===== src/rtl/mpmc10_pkg.sv =====
// Shared types and constants for the mpmc10 write-data path.
// Holds the write-data FSM state encoding and the legal-burst-length check.
package mpmc10_pkg;

    typedef enum logic [1:0] {
        WDF_IDLE = 2'd0,
        WDF_DATA = 2'd1,
        WDF_DONE = 2'd2
    } wdf_state_t;

    localparam logic TRUE  = 1'b1;
    localparam logic FALSE = 1'b0;

    // Only 4:1 (one beat) and 2:1 (two beats) MIG modes exist.
    function automatic bit nbeats_legal(input int unsigned n);
        return (n == 1) || (n == 2);
    endfunction

endpackage


===== src/rtl/mpmc10_wdf_beat_sel.sv =====
// Registered beat slice-select: picks one DW-wide beat and its byte enables
// from a packed buffer and converts the enables to a MIG mask.
module mpmc10_wdf_beat_sel #(
    parameter int DW       = 128,
    parameter int NB_TOTAL = 4,
    parameter int IW       = 2
) (
    input  logic                       clk,
    input  logic                       rst,
    input  logic                       load,
    input  logic [NB_TOTAL*DW-1:0]     src_data,
    input  logic [NB_TOTAL*DW/8-1:0]   src_sel,
    input  logic [IW-1:0]              idx,
    output logic [DW-1:0]              data,
    output logic [DW/8-1:0]            mask
);

    localparam int MW = DW / 8;

    always_ff @(posedge clk or posedge rst) begin
        if (rst) begin
            data <= '0;
            mask <= '1;
        end else if (load) begin
            data <= src_data[idx*DW +: DW];
            mask <= ~src_sel[idx*MW +: MW];
        end
    end

endmodule


===== src/rtl/mpmc10_wdf_burst_gen.sv =====
// Write-data sequencer: latches one multi-strip request and streams it beat by
// beat into the MIG write-data FIFO under app_wdf_rdy back-pressure.
module mpmc10_wdf_burst_gen
    import mpmc10_pkg::*;
#(
    parameter int DW         = 128,
    parameter int NBEATS     = 1,
    parameter int MAX_STRIPS = 4,
    parameter int SW         = $clog2(MAX_STRIPS + 1)
) (
    input  logic                              clk,
    input  logic                              rst,
    input  logic                              req_valid,
    output logic                              req_ready,
    input  logic [SW-1:0]                     req_strips,
    input  logic [MAX_STRIPS*NBEATS*DW-1:0]   req_data,
    input  logic [MAX_STRIPS*NBEATS*DW/8-1:0] req_sel,
    input  logic                              app_wdf_rdy,
    output logic                              app_wdf_wren,
    output logic                              app_wdf_end,
    output logic [DW-1:0]                     app_wdf_data,
    output logic [DW/8-1:0]                   app_wdf_mask,
    output logic                              busy,
    output logic                              done
);

    localparam int NBT = MAX_STRIPS * NBEATS;
    localparam int IW  = (NBT > 1) ? $clog2(NBT) : 1;

    if (!nbeats_legal(NBEATS)) begin : g_nbeats_check
        $error("mpmc10_wdf_burst_gen: NBEATS must be 1 or 2");
    end

    wdf_state_t           state, state_n;
    logic [SW-1:0]        strip_cnt, strip_n, strips_q, strips_eff;
    logic [0:0]           beat_cnt, beat_n;
    logic [NBT*DW-1:0]    buf_data, src_data;
    logic [NBT*DW/8-1:0]  buf_sel, src_sel;
    logic                 accept, load, last_beat, last_strip;
    logic [IW-1:0]        idx_n;
    logic                 wren_q, end_q, done_q;

    assign accept     = req_valid && (state == WDF_IDLE);
    assign strips_eff = (req_strips > SW'(MAX_STRIPS)) ? SW'(MAX_STRIPS) : req_strips;
    assign last_beat  = (beat_cnt == 1'(NBEATS - 1));
    assign last_strip = (strip_cnt == strips_q - SW'(1));

    always_comb begin
        state_n = state;
        strip_n = strip_cnt;
        beat_n  = beat_cnt;
        load    = FALSE;
        case (state)
            WDF_IDLE: begin
                if (req_valid) begin
                    strip_n = '0;
                    beat_n  = '0;
                    if (req_strips == '0) begin
                        state_n = WDF_DONE;
                    end else begin
                        state_n = WDF_DATA;
                        load    = TRUE;
                    end
                end
            end
            WDF_DATA: begin
                if (app_wdf_rdy) begin
                    if (last_beat) begin
                        beat_n  = '0;
                        strip_n = strip_cnt + SW'(1);
                        if (last_strip) state_n = WDF_DONE;
                    end else begin
                        beat_n = beat_cnt + 1'b1;
                    end
                    load = (state_n == WDF_DATA);
                end
            end
            WDF_DONE: state_n = WDF_IDLE;
            default:  state_n = WDF_IDLE;
        endcase
    end

    // The first beat is selected straight from the request inputs, since the
    // buffer is being written on that same edge.
    assign src_data = accept ? req_data : buf_data;
    assign src_sel  = accept ? req_sel  : buf_sel;
    assign idx_n    = IW'(strip_n) * IW'(NBEATS) + IW'(beat_n);

    always_ff @(posedge clk or posedge rst) begin
        if (rst) begin
            state     <= WDF_IDLE;
            strip_cnt <= '0;
            beat_cnt  <= '0;
            strips_q  <= '0;
            buf_data  <= '0;
            buf_sel   <= '0;
            wren_q    <= 1'b0;
            end_q     <= 1'b0;
            done_q    <= 1'b0;
        end else begin
            state     <= state_n;
            strip_cnt <= strip_n;
            beat_cnt  <= beat_n;
            if (accept) begin
                strips_q <= strips_eff;
                buf_data <= req_data;
                buf_sel  <= req_sel;
            end
            wren_q <= (state_n == WDF_DATA);
            end_q  <= (state_n == WDF_DATA) && (beat_n == 1'(NBEATS - 1));
            done_q <= (state_n == WDF_DONE);
        end
    end

    mpmc10_wdf_beat_sel #(
        .DW       (DW),
        .NB_TOTAL (NBT),
        .IW       (IW)
    ) u_beat_sel (
        .clk      (clk),
        .rst      (rst),
        .load     (load),
        .src_data (src_data),
        .src_sel  (src_sel),
        .idx      (idx_n),
        .data     (app_wdf_data),
        .mask     (app_wdf_mask)
    );

    assign app_wdf_wren = wren_q;
    assign app_wdf_end  = end_q;
    assign done         = done_q;
    assign req_ready    = (state == WDF_IDLE);
    assign busy         = (state != WDF_IDLE);

endmodule


===== config.mk =====
export PLATFORM = sky130hd
export DESIGN_NAME = mpmc10_wdf_burst_gen
export DESIGN_NICKNAME = d
export VERILOG_FILES = /design/src/rtl/mpmc10_pkg.sv /design/src/rtl/mpmc10_wdf_beat_sel.sv /design/src/rtl/mpmc10_wdf_burst_gen.sv
export SDC_FILE = /design/constraint.sdc
export NUM_CORES = 2
export LEC_CHECK = 0
export BUFFER_PORTS_ARGS = -buffer_cell sky130_fd_sc_hd__buf_2
export CAP_MARGIN = 25
export CORE_AREA = 2 2 281 283
export DETAILED_ROUTE_END_ITERATION = 6
export DIE_AREA = 0 0 283 285
export PLACE_DENSITY = 0.61
export SLEW_MARGIN = 20
export SYNTH_ARGS = -nofsm -noshare
export SYNTH_HDL_FRONTEND = slang
export SYNTH_SLANG_ARGS = --single-unit

===== constraint.sdc =====
create_clock -name clk -period 22.6 [get_ports clk]
set_input_delay 2.26 -clock clk [delete_from_list [all_inputs] [get_ports clk]]
set_output_delay 2.26 -clock clk [all_outputs]
set_load 0.02 [all_outputs]

==> flow_summary.toml <==
[flow_run]
drv.max_cap_violation_count = 0

[synthesis]
synthTopCellsByArea = "sky130_fd_sc_hd__dfrtp_1 (58%), sky130_fd_sc_hd__mux2_2 (28%), sky130_fd_sc_hd__mux4_2 (9.4%), sky130_fd_sc_hd__dfstp_2 (1.4%), sky130_fd_sc_hd__buf_2 (1.3%)"
yosys.area.top_type_share_pct = 58.17
ys_top_cells_by_count = "sky130_fd_sc_hd__mux2_2 (753), sky130_fd_sc_hd__dfrtp_1 (716), sky130_fd_sc_hd__mux4_2 (128)"
ys_warn_count = 0
postSynth.topFlopCell = "sky130_fd_sc_hd__dfrtp_1"
most_common_cell_in_the_synthesized_netlist = "sky130_fd_sc_hd__mux2_2"
post_synth_num_cell_types = 33
synth_seq_area_share_pct = 59.54
synth_top_cell_by_area = "sky130_fd_sc_hd__dfrtp_1"
syn-cell-area_um2 = 30800
synth_cells = 1800
synth-edff-count = 0
syn-mean-instance-area_um2 = 17.11
post_synthesis_async_set_or_reset_flop_share_pct = 100.0
synth.ff_latch_count = 732
synthesized_net_count = 2386

[setup_path]
worst-r2r-cell-count = 8
timing.critical_path.from = "req_valid"
worst-endpoint-arrival_ns = 6.82
critical_path_required_time_ns = 23.09
worstPathMaxFanout = 151
critical_path.endpoint_type = "register"
r2r_slack_ns = 17.49
r2r-end = "u_beat_sel.data[57]"
critical_path_class = "input port to register"
r2r_start = "state[1]"
setup.worst_path.start_class = "input port"

[grt]
grt_start_max_net_pins = 176
globalRouteMet3Util_pct = 5.256
via_count_of_the_first_global_routing_pass = 20836
grt_antenna_before_repair = 50
globalRouteMet1Util_pct = 23.71
use_met2_pct = 35.09
grt_first_pass_wirelength_um = 126300
overall_global_routing_usage_pct = 20.25
grt_overflow_total = 0
gr-max-usage-layer = "met2"

[routing]
vias = 18510
drt_first_pass_iters = 4
ant_nets = 0
wire_per_inst_um = 22.36
viasPerCell = 5.030
dr_drc_count = 0
detail_route.iter0.violations = 937
routed_wl_um = 82290

[cts]
cts_hold_buf = 0
cts_tree = "yes"
tritoncts.num_buffers = 81
cts_setup_buffers = 0
cts.htree.levels = 3
clk-insertion-delay-late_ns = 0.63
clk_transition_reported_paths_ns = 0.05
clockBufferDepth = 3
cts-root-buf = "sky130_fd_sc_hd__clkbuf_16"
cts.sinks = 732
ctsResizeCount = 0

[sta]
finalSetupTns_ns = 0
timing_worst_slew_pin_value_ns = 1.140
max-slew-margin-rel_pct = 23.97
finalHoldViolations = 0
final_setup_fails = 0
fmax_ghz = 0.1579
clock-skew-final_ns = 0.03071
timing_max_transition_violations_final = 0
period_needed_ns = 6.331
rsz0062_at_grt = "false"
period_share_pct = 28.01

[finish]
final-instance-count-excl-fill = 3680
layout-drive-gt1-share_pct = 68.94
finalNetCount = 3114
area.growth.synth_to_final_pct = 24.72
final-seq-area_um2 = 18340
multi_input_gate_area_in_the_final_layout_um2 = 11910
layout.filler_cells = 6798

[floorplanning]
die_w_um = 283
floorplan.die_area_um2 = 80660
floorplan.die.height_um = 285
fp.coreArea_um2 = 77970
initial_utilization_pct = 39.50
floorplan.io_pins = 732
rows = 103

[placement]
finalWeightedCongestion = 0.8847
portBuffers = 731
place_hpwl_um = 58240
place_inst = 3492

[hold_path]
worst_hold_startpoint = "buf_data[56]"
holdCritPathClass = "register to register"
worst_hold_path.endpoint = "buf_data[56]"
hold_path_depth = 1

[power]
static-leakage-power_nw = 16.88
power.density_nw_per_um2 = 164.0
vdd_drop_max_mv = 0.1001

[outcome]
run_status = "completed"
[kinds of logic (layout without fill, tap and decap cells)]
kind of cell / after synthesis / count (layout) / synth area share, %
compound gates: 13 / 13 / 0.3494
other cells: 0 / 38 / 0
simple gates: 32 / 32 / 0.5890
mux: 897 / 897 / 37.41
flops: 732 / 732 / 59.54
fa+ha+maj: 3 / 3 / 0.1219
buf+inv: 120 / 912 / 1.861
xor+xnor: 3 / 3 / 0.1300
[cell usage in the layout, fill, tap and decap left out, types with 3 or more instances in the layout]
master,count
sky130_fd_sc_hd__mux2_2,753
sky130_fd_sc_hd__buf_2,731
sky130_fd_sc_hd__dfrtp_1,716
sky130_fd_sc_hd__mux4_2,128
sky130_fd_sc_hd__clkbuf_16,81
sky130_fd_sc_hd__diode_2,38
sky130_fd_sc_hd__buf_4,22
sky130_fd_sc_hd__clkbuf_1,21
sky130_fd_sc_hd__clkbuf_8,18
sky130_fd_sc_hd__mux2i_1,16
sky130_fd_sc_hd__dfstp_2,16
sky130_fd_sc_hd__nand2_1,12
sky130_fd_sc_hd__clkinv_2,10
sky130_fd_sc_hd__bufinv_16,7
sky130_fd_sc_hd__inv_1,5
sky130_fd_sc_hd__nor2_1,4
sky130_fd_sc_hd__nand3b_1,4
sky130_fd_sc_hd__inv_6,4
sky130_fd_sc_hd__o21ai_0,3
sky130_fd_sc_hd__clkinvlp_4,3
sky130_fd_sc_hd__buf_16,3
sky130_fd_sc_hd__buf_12,3
[cell type report]
type                            instances  area share, %
Clock buffer                          120          6.127
Timing Repair Buffer                  759          10.33
Inverter                                6        0.06840
Sequential cell                       732          47.74
Clock inverter                         27          1.068
Antenna cell                           38         0.2476
Tap cell                             1050          3.420
Multi-Input combinational cell        948          31.00
[sequential cells by signal, summed over array words and instances (netlist names)]
signal           flops
state                2
app_wdf_wren         1
done                 1
u_beat_sel.data    128
buf_data           512
u_beat_sel.mask     16
buf_sel             64
strip_cnt            3
beat_cnt             1
strips_q             3
app_wdf_end          1
[report_power, final]
group,total [W],internal (W),switching [W]
Combinational,0.00272,0.00149,0.00124
Clock,0.00136,0.000808,0.000552
Sequential,0.00221,0.00200,0.000210
[through the flow]
stage	util [%]	total power [W]	instance area [um2]	worst slack (ns)	hold slack, ns
5_1_grt	49.25	0.006679	38400	15.98	0.5044
3_3_place_gp	45.49	0.004877	35470	15.59	0.4761
6_report	49.27	0.006299	38410	16.27	0.4916
2_1_floorplan	-	0.004323	30800	10.32	0.4681
4_1_cts	49.04	0.006390	38230	16.24	0.4954
3_5_place_dp	45.49	0.005002	35470	15.56	0.4820
[worst max-delay path, cell delays in order]
cell	delay, ns
sky130_fd_sc_hd__buf_2	0.11
sky130_fd_sc_hd__nor3b_4	0.24
sky130_fd_sc_hd__buf_12	0.62
sky130_fd_sc_hd__buf_4	0.78
sky130_fd_sc_hd__buf_4	0.71
sky130_fd_sc_hd__buf_4	0.77
sky130_fd_sc_hd__mux2_2	0.42
sky130_fd_sc_hd__mux4_2	0.46
sky130_fd_sc_hd__mux2_2	0.28
[worst max path at each step]
stage,to,slack [ns],cells past startpoint
2_1_floorplan,app_wdf_end,10.32,1
3_3_place_gp,u_beat_sel.data[53],15.59,9
3_5_place_dp,u_beat_sel.data[73],15.56,9
4_1_cts,u_beat_sel.data[57],16.24,9
5_1_grt,u_beat_sel.data[59],15.98,9
6_report,u_beat_sel.data[57],16.27,9
[metal layers]
layer | part of all wire [%] | wire length, um
met2 | 52 | 42850
met4 | 3.5 | 2891
met1 | 38 | 31400
met3 | 6.1 | 4993
met5 | 0.20 | 162
Note: power is estimated with default switching activity, not from simulation.
